File: src/rtl/pc_sequencer_if.sv
// Decode inputs and PC/RAS status outputs of the program-counter sequencer.
// The driver of the decodes takes the master view; the sequencer takes the slave view.
interface pc_sequencer_if #(
    parameter int WIDTH     = 16,
    parameter int RAS_DEPTH = 4
);
    localparam int CW = $clog2(RAS_DEPTH + 1);

    logic             enable;
    logic             JR_control;
    logic             jal;
    logic             jump;
    logic             branch_taken;
    logic [WIDTH-1:0] jump_target;
    logic [WIDTH-1:0] branch_offset;
    logic [WIDTH-1:0] rs_value;
    logic             clear_flags;

    logic [WIDTH-1:0] pc;
    logic [WIDTH-1:0] link_addr;
    logic [CW-1:0]    ras_count;
    logic [WIDTH-1:0] ras_top;
    logic             ras_mismatch;
    logic             ras_overflow;
    logic             ras_underflow;
    logic             illegal;

    modport master (
        output enable, JR_control, jal, jump, branch_taken,
        output jump_target, branch_offset, rs_value, clear_flags,
        input  pc, link_addr, ras_count, ras_top,
        input  ras_mismatch, ras_overflow, ras_underflow, illegal
    );

    modport slave (
        input  enable, JR_control, jal, jump, branch_taken,
        input  jump_target, branch_offset, rs_value, clear_flags,
        output pc, link_addr, ras_count, ras_top,
        output ras_mismatch, ras_overflow, ras_underflow, illegal
    );
endinterface

File: src/rtl/pc_sequencer.sv
// PC register with next-PC selection and a circular return-address stack that
// checks every jr target against the link address recorded by the matching jal.
module pc_sequencer #(
    parameter int               WIDTH     = 16,
    parameter logic [WIDTH-1:0] RESET_PC  = '0,
    parameter int               RAS_DEPTH = 4
) (
    input logic          clk,
    input logic          rst_n,
    pc_sequencer_if.slave bus
);
    localparam int CW = $clog2(RAS_DEPTH + 1);
    localparam int PW = (RAS_DEPTH > 1) ? $clog2(RAS_DEPTH) : 1;

    logic [WIDTH-1:0] pc_q, pc_d;
    logic [WIDTH-1:0] ras_mem [RAS_DEPTH];
    logic [PW-1:0]    wp_q, wp_d, wp_prev, wp_next;
    logic [CW-1:0]    count_q, count_d;
    logic             mismatch_q, mismatch_d;
    logic             illegal_q, illegal_d;
    logic             overflow_q, overflow_d;
    logic             underflow_q, underflow_d;

    logic             do_pop, do_push, do_jump, do_branch;
    logic             ras_empty, ras_full;
    logic             clear_en;
    logic [WIDTH-1:0] link;

    assign link      = pc_q + WIDTH'(1);
    assign ras_empty = (count_q == '0);
    assign ras_full  = (count_q == CW'(RAS_DEPTH));
    assign wp_prev   = (wp_q == '0) ? PW'(RAS_DEPTH - 1) : wp_q - PW'(1);
    assign wp_next   = (wp_q == PW'(RAS_DEPTH - 1)) ? '0 : wp_q + PW'(1);

    // JR_control outranks jal/jump, so a jal losing to a jr never pushes.
    assign do_pop    = bus.enable & bus.JR_control;
    assign do_push   = bus.enable & ~bus.JR_control & bus.jal;
    assign do_jump   = bus.enable & ~bus.JR_control & (bus.jal | bus.jump);
    assign do_branch = bus.enable & ~bus.JR_control & ~bus.jal & ~bus.jump & bus.branch_taken;
    assign clear_en  = bus.enable & bus.clear_flags;

    always_comb begin
        pc_d        = pc_q;
        wp_d        = wp_q;
        count_d     = count_q;
        mismatch_d  = 1'b0;
        illegal_d   = 1'b0;
        overflow_d  = overflow_q & ~clear_en;
        underflow_d = underflow_q & ~clear_en;

        if (bus.enable) begin
            illegal_d = (bus.JR_control & bus.jal) | (bus.JR_control & bus.jump) |
                        (bus.jal & bus.jump);
            if (do_pop)
                pc_d = bus.rs_value;
            else if (do_jump)
                pc_d = bus.jump_target;
            else if (do_branch)
                pc_d = link + bus.branch_offset;
            else
                pc_d = link;
        end

        if (do_pop) begin
            if (ras_empty) begin
                underflow_d = 1'b1;
            end else begin
                mismatch_d = (ras_mem[wp_prev] != bus.rs_value);
                wp_d       = wp_prev;
                count_d    = count_q - CW'(1);
            end
        end

        // A push while full overwrites the oldest slot, which is the one at wp.
        if (do_push) begin
            wp_d = wp_next;
            if (ras_full)
                overflow_d = 1'b1;
            else
                count_d = count_q + CW'(1);
        end
    end

    always_ff @(posedge clk or negedge rst_n) begin
        if (!rst_n) begin
            pc_q        <= RESET_PC;
            wp_q        <= '0;
            count_q     <= '0;
            mismatch_q  <= 1'b0;
            illegal_q   <= 1'b0;
            overflow_q  <= 1'b0;
            underflow_q <= 1'b0;
        end else begin
            pc_q        <= pc_d;
            wp_q        <= wp_d;
            count_q     <= count_d;
            mismatch_q  <= mismatch_d;
            illegal_q   <= illegal_d;
            overflow_q  <= overflow_d;
            underflow_q <= underflow_d;
        end
    end

    // Stack contents carry no reset; ras_count alone decides which entries are valid.
    always_ff @(posedge clk) begin
        if (rst_n && do_push)
            ras_mem[wp_q] <= link;
    end

    assign bus.pc            = pc_q;
    assign bus.link_addr     = link;
    assign bus.ras_count     = count_q;
    assign bus.ras_top       = ras_empty ? '0 : ras_mem[wp_prev];
    assign bus.ras_mismatch  = mismatch_q;
    assign bus.ras_overflow  = overflow_q;
    assign bus.ras_underflow = underflow_q;
    assign bus.illegal       = illegal_q;
endmodule

File: src/flat_wrapper.sv
// flat-port wrapper written by rule: the top's interface ports become plain ports
module pc_sequencer_flat 
#(
    parameter int               WIDTH     = 16,
    parameter logic [WIDTH-1:0] RESET_PC  = '0,
    parameter int               RAS_DEPTH = 4
)
  (clk, rst_n, bus_enable, bus_JR_control, bus_jal, bus_jump, bus_branch_taken, bus_jump_target, bus_branch_offset, bus_rs_value, bus_clear_flags, bus_pc, bus_link_addr, bus_ras_count, bus_ras_top, bus_ras_mismatch, bus_ras_overflow, bus_ras_underflow, bus_illegal);
  pc_sequencer_if #(.WIDTH(WIDTH), .RAS_DEPTH(RAS_DEPTH)) bus_i ();
  input logic clk;
  input logic rst_n;
  input wire logic [$bits(bus_i.enable)-1:0] bus_enable;
  input wire logic [$bits(bus_i.JR_control)-1:0] bus_JR_control;
  input wire logic [$bits(bus_i.jal)-1:0] bus_jal;
  input wire logic [$bits(bus_i.jump)-1:0] bus_jump;
  input wire logic [$bits(bus_i.branch_taken)-1:0] bus_branch_taken;
  input wire logic [$bits(bus_i.jump_target)-1:0] bus_jump_target;
  input wire logic [$bits(bus_i.branch_offset)-1:0] bus_branch_offset;
  input wire logic [$bits(bus_i.rs_value)-1:0] bus_rs_value;
  input wire logic [$bits(bus_i.clear_flags)-1:0] bus_clear_flags;
  output wire logic [$bits(bus_i.pc)-1:0] bus_pc;
  output wire logic [$bits(bus_i.link_addr)-1:0] bus_link_addr;
  output wire logic [$bits(bus_i.ras_count)-1:0] bus_ras_count;
  output wire logic [$bits(bus_i.ras_top)-1:0] bus_ras_top;
  output wire logic [$bits(bus_i.ras_mismatch)-1:0] bus_ras_mismatch;
  output wire logic [$bits(bus_i.ras_overflow)-1:0] bus_ras_overflow;
  output wire logic [$bits(bus_i.ras_underflow)-1:0] bus_ras_underflow;
  output wire logic [$bits(bus_i.illegal)-1:0] bus_illegal;
  assign bus_i.enable = bus_enable;
  assign bus_i.JR_control = bus_JR_control;
  assign bus_i.jal = bus_jal;
  assign bus_i.jump = bus_jump;
  assign bus_i.branch_taken = bus_branch_taken;
  assign bus_i.jump_target = bus_jump_target;
  assign bus_i.branch_offset = bus_branch_offset;
  assign bus_i.rs_value = bus_rs_value;
  assign bus_i.clear_flags = bus_clear_flags;
  assign bus_pc = bus_i.pc;
  assign bus_link_addr = bus_i.link_addr;
  assign bus_ras_count = bus_i.ras_count;
  assign bus_ras_top = bus_i.ras_top;
  assign bus_ras_mismatch = bus_i.ras_mismatch;
  assign bus_ras_overflow = bus_i.ras_overflow;
  assign bus_ras_underflow = bus_i.ras_underflow;
  assign bus_illegal = bus_i.illegal;
  pc_sequencer #(.WIDTH(WIDTH), .RESET_PC(RESET_PC), .RAS_DEPTH(RAS_DEPTH)) u_core (.clk(clk), .rst_n(rst_n), .bus(bus_i));
endmodule
File: config.mk
export PLATFORM = sky130hd
export DESIGN_NAME = pc_sequencer_flat
export DESIGN_NICKNAME = d
export VERILOG_FILES = /design/src/rtl/pc_sequencer_if.sv /design/src/rtl/pc_sequencer.sv /design/src/flat_wrapper.sv
export SDC_FILE = /design/constraint.sdc
export NUM_CORES = 1
export LEC_CHECK = 0
export CORE_MARGIN = 2
export CORE_UTILIZATION = 45
export DETAILED_ROUTE_END_ITERATION = 16
export PLACE_DENSITY = 0.68
export SYNTH_ARGS = -nofsm -noshare
export SYNTH_HDL_FRONTEND = slang
export SYNTH_SLANG_ARGS = --single-unit
File: constraint.sdc
create_clock -name clk -period 4.25 [get_ports clk]
set_input_delay 0.85 -clock clk [delete_from_list [all_inputs] [get_ports clk]]
set_output_delay 0.85 -clock clk [all_outputs]
set_load 0.05 [all_outputs]
== Yosys cells after proc, flatten, opt, wreduce, memory -nomap -nowiden ==
Memories as Yosys holds them, arrays and structs flattened.
Cells that the tools add are included.
Word-level totals
  memories kept: 1
  RAM bits: 64
  output and inout bits: 55
  flip-flop bits (word level): 25
Operators by class
  reduce and logical (&&, ||, !) cells: 5
  add/sub/neg operators: 6
  muxes and demuxes: 22
  equal/unequal tests: 4
  bitwise gates (word level): 20
Memory list
  u_core.ras_mem: depth 4, width 16, read ports 1, clocked after memory_dff 0, wr ports 1, RTL line pc_sequencer.sv:16  | logic [WIDTH-1:0] ras_mem [RAS_DEPTH];
Operator list (number)
  $mux 16: 4
  $add 16x1->16 const B: 1
  $add 16x16->16: 1
  $ne 16x16->1: 1
  $and 1x1->1: 13
  $mux 3: 4
  $mux 2: 5
  $mux 1: 9
  $not 1->1: 4
  $add 3x1->3 const B: 1
  $eq 3x3->1 const B: 1
  $logic_not 3->1: 1
  $or 1x1->1: 3
  $sub 3x1->3 const B: 1
  $add 2x1->2 const B: 1
  $eq 2x2->1 const B: 1
  $logic_not 2->1: 1
  $ne 2x1->1 const B: 1
  $reduce_and 2->1: 1
  $reduce_bool 2->1: 1
  $sub 2x1->2 const B: 1
  $logic_and 1x1->1: 1

== Logic depth before layout (Yosys ltp) ==
Gate-level depths: netlist of run 1.
  depth after elaboration: 8
  mapped depth: 13

== Worst setup path before layout of run 1 ==
No wires, ideal clock.
  kind: register to register
  start point: reg u_core.pc_q[2] (netlist: u_core.bus.pc[2])
  end point: reg u_core.pc_q[15] (netlist: u_core.bus.pc[15])
  data required time: 4.158 ns
  buffers on the path: 0
  slack: 0.043 ns
  arrival time: 4.115 ns
  cell stages (with the launch flop): 14
  cells stage by stage: dfrtp_1 -> and4_1 -> nand4_1 -> inv_1 -> nand2_1 -> xnor2_1 -> ha_1 -> o21a_1 -> o31a_1 -> nor4bb_1 -> a311oi_1 -> o311ai_1 -> xnor2_1 -> o31ai_2
Between the ends
  cells in the longest elaborated chain, start to end: 5
Ends and longest elaborated chain
  start: declaration: RTL line pc_sequencer.sv:15  | logic [WIDTH-1:0] pc_q, pc_d;
  start signal: assignment: RTL line pc_sequencer.sv:94  | pc_q <= pc_d;
  $add 16x1->16: RTL line pc_sequencer.sv:29  | assign link = pc_q + WIDTH'(1);
  via bus_link_addr[11]: RTL line flat_wrapper.sv:22  | output wire logic [$bits(bus_i.link_addr)-1:0] bus_link_addr;
  $add 16x16->16: RTL line pc_sequencer.sv:59  | pc_d = link + bus.branch_offset;
  $mux 16: RTL line pc_sequencer.sv:58  | else if (do_branch)
  $mux 16: RTL line pc_sequencer.sv:56  | else if (do_jump)
  $mux 16: RTL line pc_sequencer.sv:54  | if (do_pop)
The timed path passes the listed nets, and every way through them passes these cells.
A chain may end at the register's enable or synchronous reset.

== Worst setup path in the final report of run 1 ==
  start point: reg u_core.pc_q[4] (netlist: u_core.bus.pc[4])
  end point: out bus_link_addr[15]
Between the ends
  cells in the longest elaborated chain, start to end: 1
Ends and longest elaborated chain (RTL line)
  $add 16x1->16: pc_sequencer.sv:29
  end: declaration: flat_wrapper.sv:22
No other way between the ends.

==> results.txt, run 1 <==
Layout cells sized above 1: 9.930%
Synthesis-to-finish area growth: 31.61%
Die width: 111.1 µm
Max cap viols: 0
Clock skew: 0.01087 ns
Worst path max stage delay: 0.94 ns
Clock Tree Root: clkbuf_16
Clk buf depth: 2
Gp weighted congestion: 0.9022
Final wirelength: 14.90 mm
Power Dens Cells: 653.8 nW/µm²
Top FF cell, synth: edfxtp_1
Crit-path slowest cell: clkdlybuf4s50_1
Port bufs: 110
Vias/cell: 5.784
Total track usage: 24.81%
Synth cell types: 51
CTS resizes: 0
WHS Path Cells: 2
Initial DRT Pass Iterations: 4
CORE AREA: 11,320 µm²
Largest net degree at the start of global routing: 34
Vias in the first global route: 4,245
Most common cell after layout, fill and taps aside: clkdlybuf4s50_1
DP Wirelength: 11.21 mm
CTS tree: yes
Mapped Nets: 531
Ys async rst share: 28.09%
Worst-Skew Late Latency: 0.34 ns
Cell row count: 39
Placed Instances: 701
Final Hold Viols: 0
Crit share post-route: 94.16%
TritonCTS buffer count: 9
Post-layout minimum cycle time: 4.002 ns
RSZ-0062 raised after global routing: no
Final hold slack: 0.4809 ns
Number of remaining DRC errors: 0
Worst vdd ir: 443.1 µV
Hold Crit Class: reg -> reg
CTS H-tree depth: 3
Initial antenna violation count: 0
R2r worst-path depth: 12
Via count: 4,147
Crit-path cells: and4_1, nand4_1, nor2_1, nand3_1, xnor2_1, clkdlybuf4s50_1
Status: complete, no violations
Mapped cell area: 5157 µm²
WL/cell: 20.78 µm
Leakage Power: 2.508 nW
Clk sinks: 89
Sequential element share of the synthesized area: 49.39%
Worst Path Class, Setup: reg -> out
Startpoint Class: flip-flop
Setup_tns: 0 ns
Synth Warn #: 0
Pins Over Slew Limit: 0
Final non-filler cell total: 717
Required time worst endpoint: 3.40 ns
Number of flops mapped to enable cells by yosys: 64
Largest fanout on the critical path: 6
Setup bufs post-CTS: 0
Cells after Synth: 447
Synth Area per Inst: 11.54 µm²
Worst-Margin Slew: 1.082 ns
First-pass GRT wire length: 23.52 mm
CP Data Arrival Time: 3.15 ns
Max_slew headroom: 27.63%
Detailed Route Iter0 Violations: 314
Cts hold-fix bufs: 0
Clock transition at the registers of the reported paths: 0.07 ns
Most frequent cells in the layout: 110 x clkdlybuf4s50_1, 64 x edfxtp_1, 34 x nand2_1
Die area: 12,330 µm²
Max Clk Rate: 0.2499 GHz
Placed Area: 6518 µm²
GRT overflow: 0
Ports: 111
Synthesis-stage register bit count: 89
Initial core utilization: 45.56%
Final-stage net count: 653
Ant diodes: 0
Die span in y: 111.1 µm
Post-DRT Antenna Nets: 0
CP endpoint kind: output pin
Post-route cell area: 6788 µm²
Final Setup Violations: 0
## path summary, 6_finish.rpt
kind	from	endpoint	slack, ns
min in group asynchronous	rst_n	u_core.wp_q[0]	0.78
max	u_core.bus.pc[4]	bus_link_addr[15]	0.25
max reg2reg	u_core.bus.pc[0]	u_core.bus.pc[15]	0.67
max in group asynchronous	rst_n	u_core.bus.pc[9]	2.81
min reg2reg	u_core.bus.ras_underflow	u_core.bus.ras_underflow	0.48
min	u_core.bus.ras_underflow	u_core.bus.ras_underflow	0.48
## metal layers
metal	GRT usage, %	vias up	share of wire, %
met5	0	-	0
met4	6.996	0	1.5
met3	4.319	21	6.8
met2	40.74	185	48
met1	34.25	2019	43
li1	-	1922	-
## where the power goes
group	leakage [nW]	switching, mW	internal (mW)
registers	0.873	0.0772	1.03
clock network	0.135	0.338	0.395
logic	1.50	1.58	1.02
## state kept, by name, summed over array words and instances (netlist names)
name / flops
u_core.ras_mem: 64
u_core.bus.pc: 16
u_core.bus.ras_count: 3
u_core.wp_q: 2
u_core.bus.illegal: 1
u_core.bus.ras_mismatch: 1
u_core.bus.ras_overflow: 1
u_core.bus.ras_underflow: 1
## stage by stage
| stage | power (mW) | util (%) | setup WS [ns] |
|---|---|---|---|
| 5_1_grt | 4.644 | 59.96 | 0.09672 |
| 3_3_place_gp | 3.687 | 57.57 | 0.6678 |
| 3_5_place_dp | 3.720 | 57.57 | 0.6390 |
| 6_report | 4.438 | 59.96 | 0.2484 |
| 4_1_cts | 4.446 | 59.96 | 0.2777 |
| 2_1_floorplan | 2.894 | - | 0.04257 |
## cells in the mapped netlist (all sizes together), types with 11 or more instances
cell type	number	area (µm²)
clkbuf	14	52.55
dfrtp	25	625.6
ha	27	337.8
and2	20	127.6
edfxtp	64	1922
nand2	34	127.6
inv	11	41.29
nor2	26	105.1
mux4	16	360.4
a21oi	29	145.1
xor2	14	122.6
xnor2	32	280.3
o211ai	12	90.09
nand3	12	60.06
o21ai	29	145.1
## worst max-delay path: cells and delay by family (launching register included)
| family | cells | cell delay [ns] |
|---|---|---|
| flops | 1 | 0.46 |
| buf+inv | 1 | 0.94 |
| simple gates | 4 | 0.87 |
| xor+xnor | 1 | 0.55 |
## cell families (layout without fill, tap and decap cells)
logic type,count (synthesis),in the layout,share of synthesized area (%)
xor gates and xnor gates,46,46,7.812
and+or+nand+nor,131,131,12.93
buffers and inverters,28,155,2.111
AOI/OAI and AO/OA,105,105,13.05
muxes,20,20,7.763
DFF,89,89,49.39
adders and majority gates,28,28,6.938
## final cells by class
type	count	area (µm²)
Timing Repair Buffer	128	1249
Fill cell	941	4533
Multi-Input combinational cell	330	2501
Sequential cell	89	2547
Inverter	11	41.29
Clock buffer	9	225.2
Clock inverter	7	45.04
Tap cell	143	178.9
Note: power is estimated with default switching activity, not from simulation.
==> inputs of run 2 (changes only) <==
- MAX_ROUTING_LAYER: not set -> met4
==> results.txt, run 2 (synthesis results as in run 1) <==
Status: complete, no violations
Via count: 4,128 (-0.46%)
Final core utilization: 59.96% (unchanged)
R2R Path End: u_core.bus.pc[15]
Final wirelength: 14.93 mm (+0.21%)
Setup_tns: 0 ns (unchanged)
Cts hold-fix bufs: 0 (unchanged)
R2r worst-path depth: 11 (-1)
Initial antenna violation count: 0 (unchanged)
Leakage Power: 2.508 nW (unchanged)
Vias/cell: 5.757 (-0.46%)
Most frequent cells in the layout: 110 x clkdlybuf4s50_1, 64 x edfxtp_1, 34 x nand2_1
Crit share post-route: 93.64% (-0.51 points)
Final Setup Violations: 0 (unchanged)
Port bufs: 110 (unchanged)
Required time worst endpoint: 3.40 ns (about the same)
Clock Tree Root: clkbuf_16
RSZ-0062 raised after global routing: no
Max reg flops: 64 (unchanged)
Clock skew: 0.01068 ns (-0.0001953 ns)
Worst-Skew Late Latency: 0.34 ns (about the same)
CORE AREA: 11,320 µm² (unchanged)
CTS tree: yes
Worst vdd ir: 443.8 µV (+0.15%)
Placed Instances: 701 (unchanged)
Worst-Margin Slew: 1.078 ns (-0.003125 ns)
Final Total Pwr: 4.436 mW (about the same)
WL/cell: 20.83 µm (+0.21%)
Largest net degree at the start of global routing: 34 (unchanged)
DP Wirelength: 11.21 mm (unchanged)
Die span in y: 111.1 µm (unchanged)
CTS resizes: 0 (unchanged)
Total track usage: 25.60% (+0.79 points)
Vias in the first global route: 4,232 (-0.31%)
Final non-filler cell total: 717 (unchanged)
Reg2reg setup slack: 0.70 ns (+0.03 ns)
Ant diodes: 0 (unchanged)
Max Clk Rate: 0.2513 GHz (+0.55%)
Max cap viols: 0 (unchanged)
Pins Over Slew Limit: 0 (unchanged)
Crit-path slowest cell: clkdlybuf4s50_1
Initial core utilization: 45.56% (unchanged)
Crit path to: bus_link_addr[15]
Most common cell after layout, fill and taps aside: clkdlybuf4s50_1
Setup bufs post-CTS: 0 (unchanged)
Synthesis-to-finish area growth: 31.61% (unchanged)
TritonCTS buffer count: 9 (unchanged)
Clock transition at the registers of the reported paths: 0.07 ns (about the same)
GRT overflow: 0 (unchanged)
CP endpoint kind: output pin
Cell row count: 39 (unchanged)
Detailed Route Iter0 Violations: 334 (+6.4%)
CP Data Arrival Time: 3.13 ns (-0.02 ns)
Crit-path cells: and4_1, nand4_1, nor2_1, nand3_1, xnor2_1, clkdlybuf4s50_1
First-pass GRT wire length: 23.60 mm (+0.32%)
Die area: 12,330 µm² (unchanged)
Hold Crit Class: reg -> reg
Fillcell total: 941 (unchanged)
Layout cells sized above 1: 9.930% (unchanged)
Final-stage net count: 653 (unchanged)
Final hold slack: 0.4809 ns (-0.00002300 ns)
Worst path max stage delay: 0.93 ns (about the same)
Post-layout minimum cycle time: 3.980 ns (-0.02174 ns)
Startpoint Class: flip-flop
Number of remaining DRC errors: 0 (unchanged)
Power Dens Cells: 653.6 nW/µm² (about the same)
Die width: 111.1 µm (unchanged)
Ports: 111 (unchanged)
Final Hold Viols: 0 (unchanged)
CTS H-tree depth: 3 (unchanged)
Worst Path Class, Setup: reg -> out
Clk buf depth: 2 (unchanged)
Reg2reg start: u_core.bus.pc[0]
Max_slew headroom: 27.84% (+0.21 points)
Post-DRT Antenna Nets: 0 (unchanged)
Initial DRT Pass Iterations: 4 (unchanged)
Crit path from: u_core.bus.pc[4]
Clk sinks: 89 (unchanged)
Most flop-heavy register: u_core.ras_mem
Gp weighted congestion: 0.9177 (+1.7%)
Largest fanout on the critical path: 6 (unchanged)
run 2: cell counts in the layout (fill, tap and decap cells not counted):
No cell type changed its count.
run 2: per-stage QoR:
stage | cell area [µm²] | worst slack (ns)
2_1_floorplan | 5157 | 0.04257
3_3_place_gp | 6518 | 0.6678
3_5_place_dp | 6518 | 0.6390
4_1_cts | 6788 | 0.2777
5_1_grt | 6788 | 0.09670
6_report | 6788 | 0.2701
run 2: how the worst min path moves through the flow:
stage                                           to  cells after the start  slack, ns                     start
final                     u_core.bus.ras_underflow                      2       0.48  u_core.bus.ras_underflow
after detailed placement  u_core.bus.ras_underflow                      2       0.47  u_core.bus.ras_underflow
after CTS                 u_core.bus.ras_underflow                      2       0.49  u_core.bus.ras_underflow
after global routing       u_core.bus.ras_overflow                      2       0.54   u_core.bus.ras_overflow
after floorplan                     u_core.wp_q[0]                      1       0.51            u_core.wp_q[0]
after global placement    u_core.bus.ras_underflow                      2       0.47  u_core.bus.ras_underflow
run 2: cell type report:
cell class,count,area [µm²],area share [%]
multi-input combinational,330,2501,36.85
clock buffer,9,225.2,3.318
clock inverter,7,45.04,0.6636
timing repair buffer,128,1249,18.40
inverter,11,41.29,0.6083
sequential,89,2547,37.53
tap,143,178.9,2.636
run 2: worst max-delay path: cells and delay by family, from the launching register on:
family	cells	cell delay [ns]
buffers and inverters	1	0.93
AND/OR/NAND/NOR	4	0.85
flip-flops	1	0.47
XOR/XNOR	1	0.54
run 2: power breakdown:
part / leakage [nW] / switching (mW) / internal, mW
combinational: 1.50 / 1.58 / 1.02
clock: 0.135 / 0.339 / 0.395
sequential: 0.873 / 0.0765 / 1.03
total: 2.51 / 2.00 / 2.44
run 2: per-layer routing:
layer | share of wire [%] | vias up | global-route usage, %
met1 | 43 | 2007 | 34.68
li1 | - | 1919 | -
met3 | 7.1 | 17 | 4.101
met5 | 0 | - | -
met4 | 1.6 | 0 | 6.996
met2 | 48 | 185 | 40.65
==> inputs of run 3 (changes only) <==
- HOLD_SLACK_MARGIN: not set -> 0.03
==> results of run 3 <==
Same layout as run 2: the final DEF is identical, and so are final timing and power.
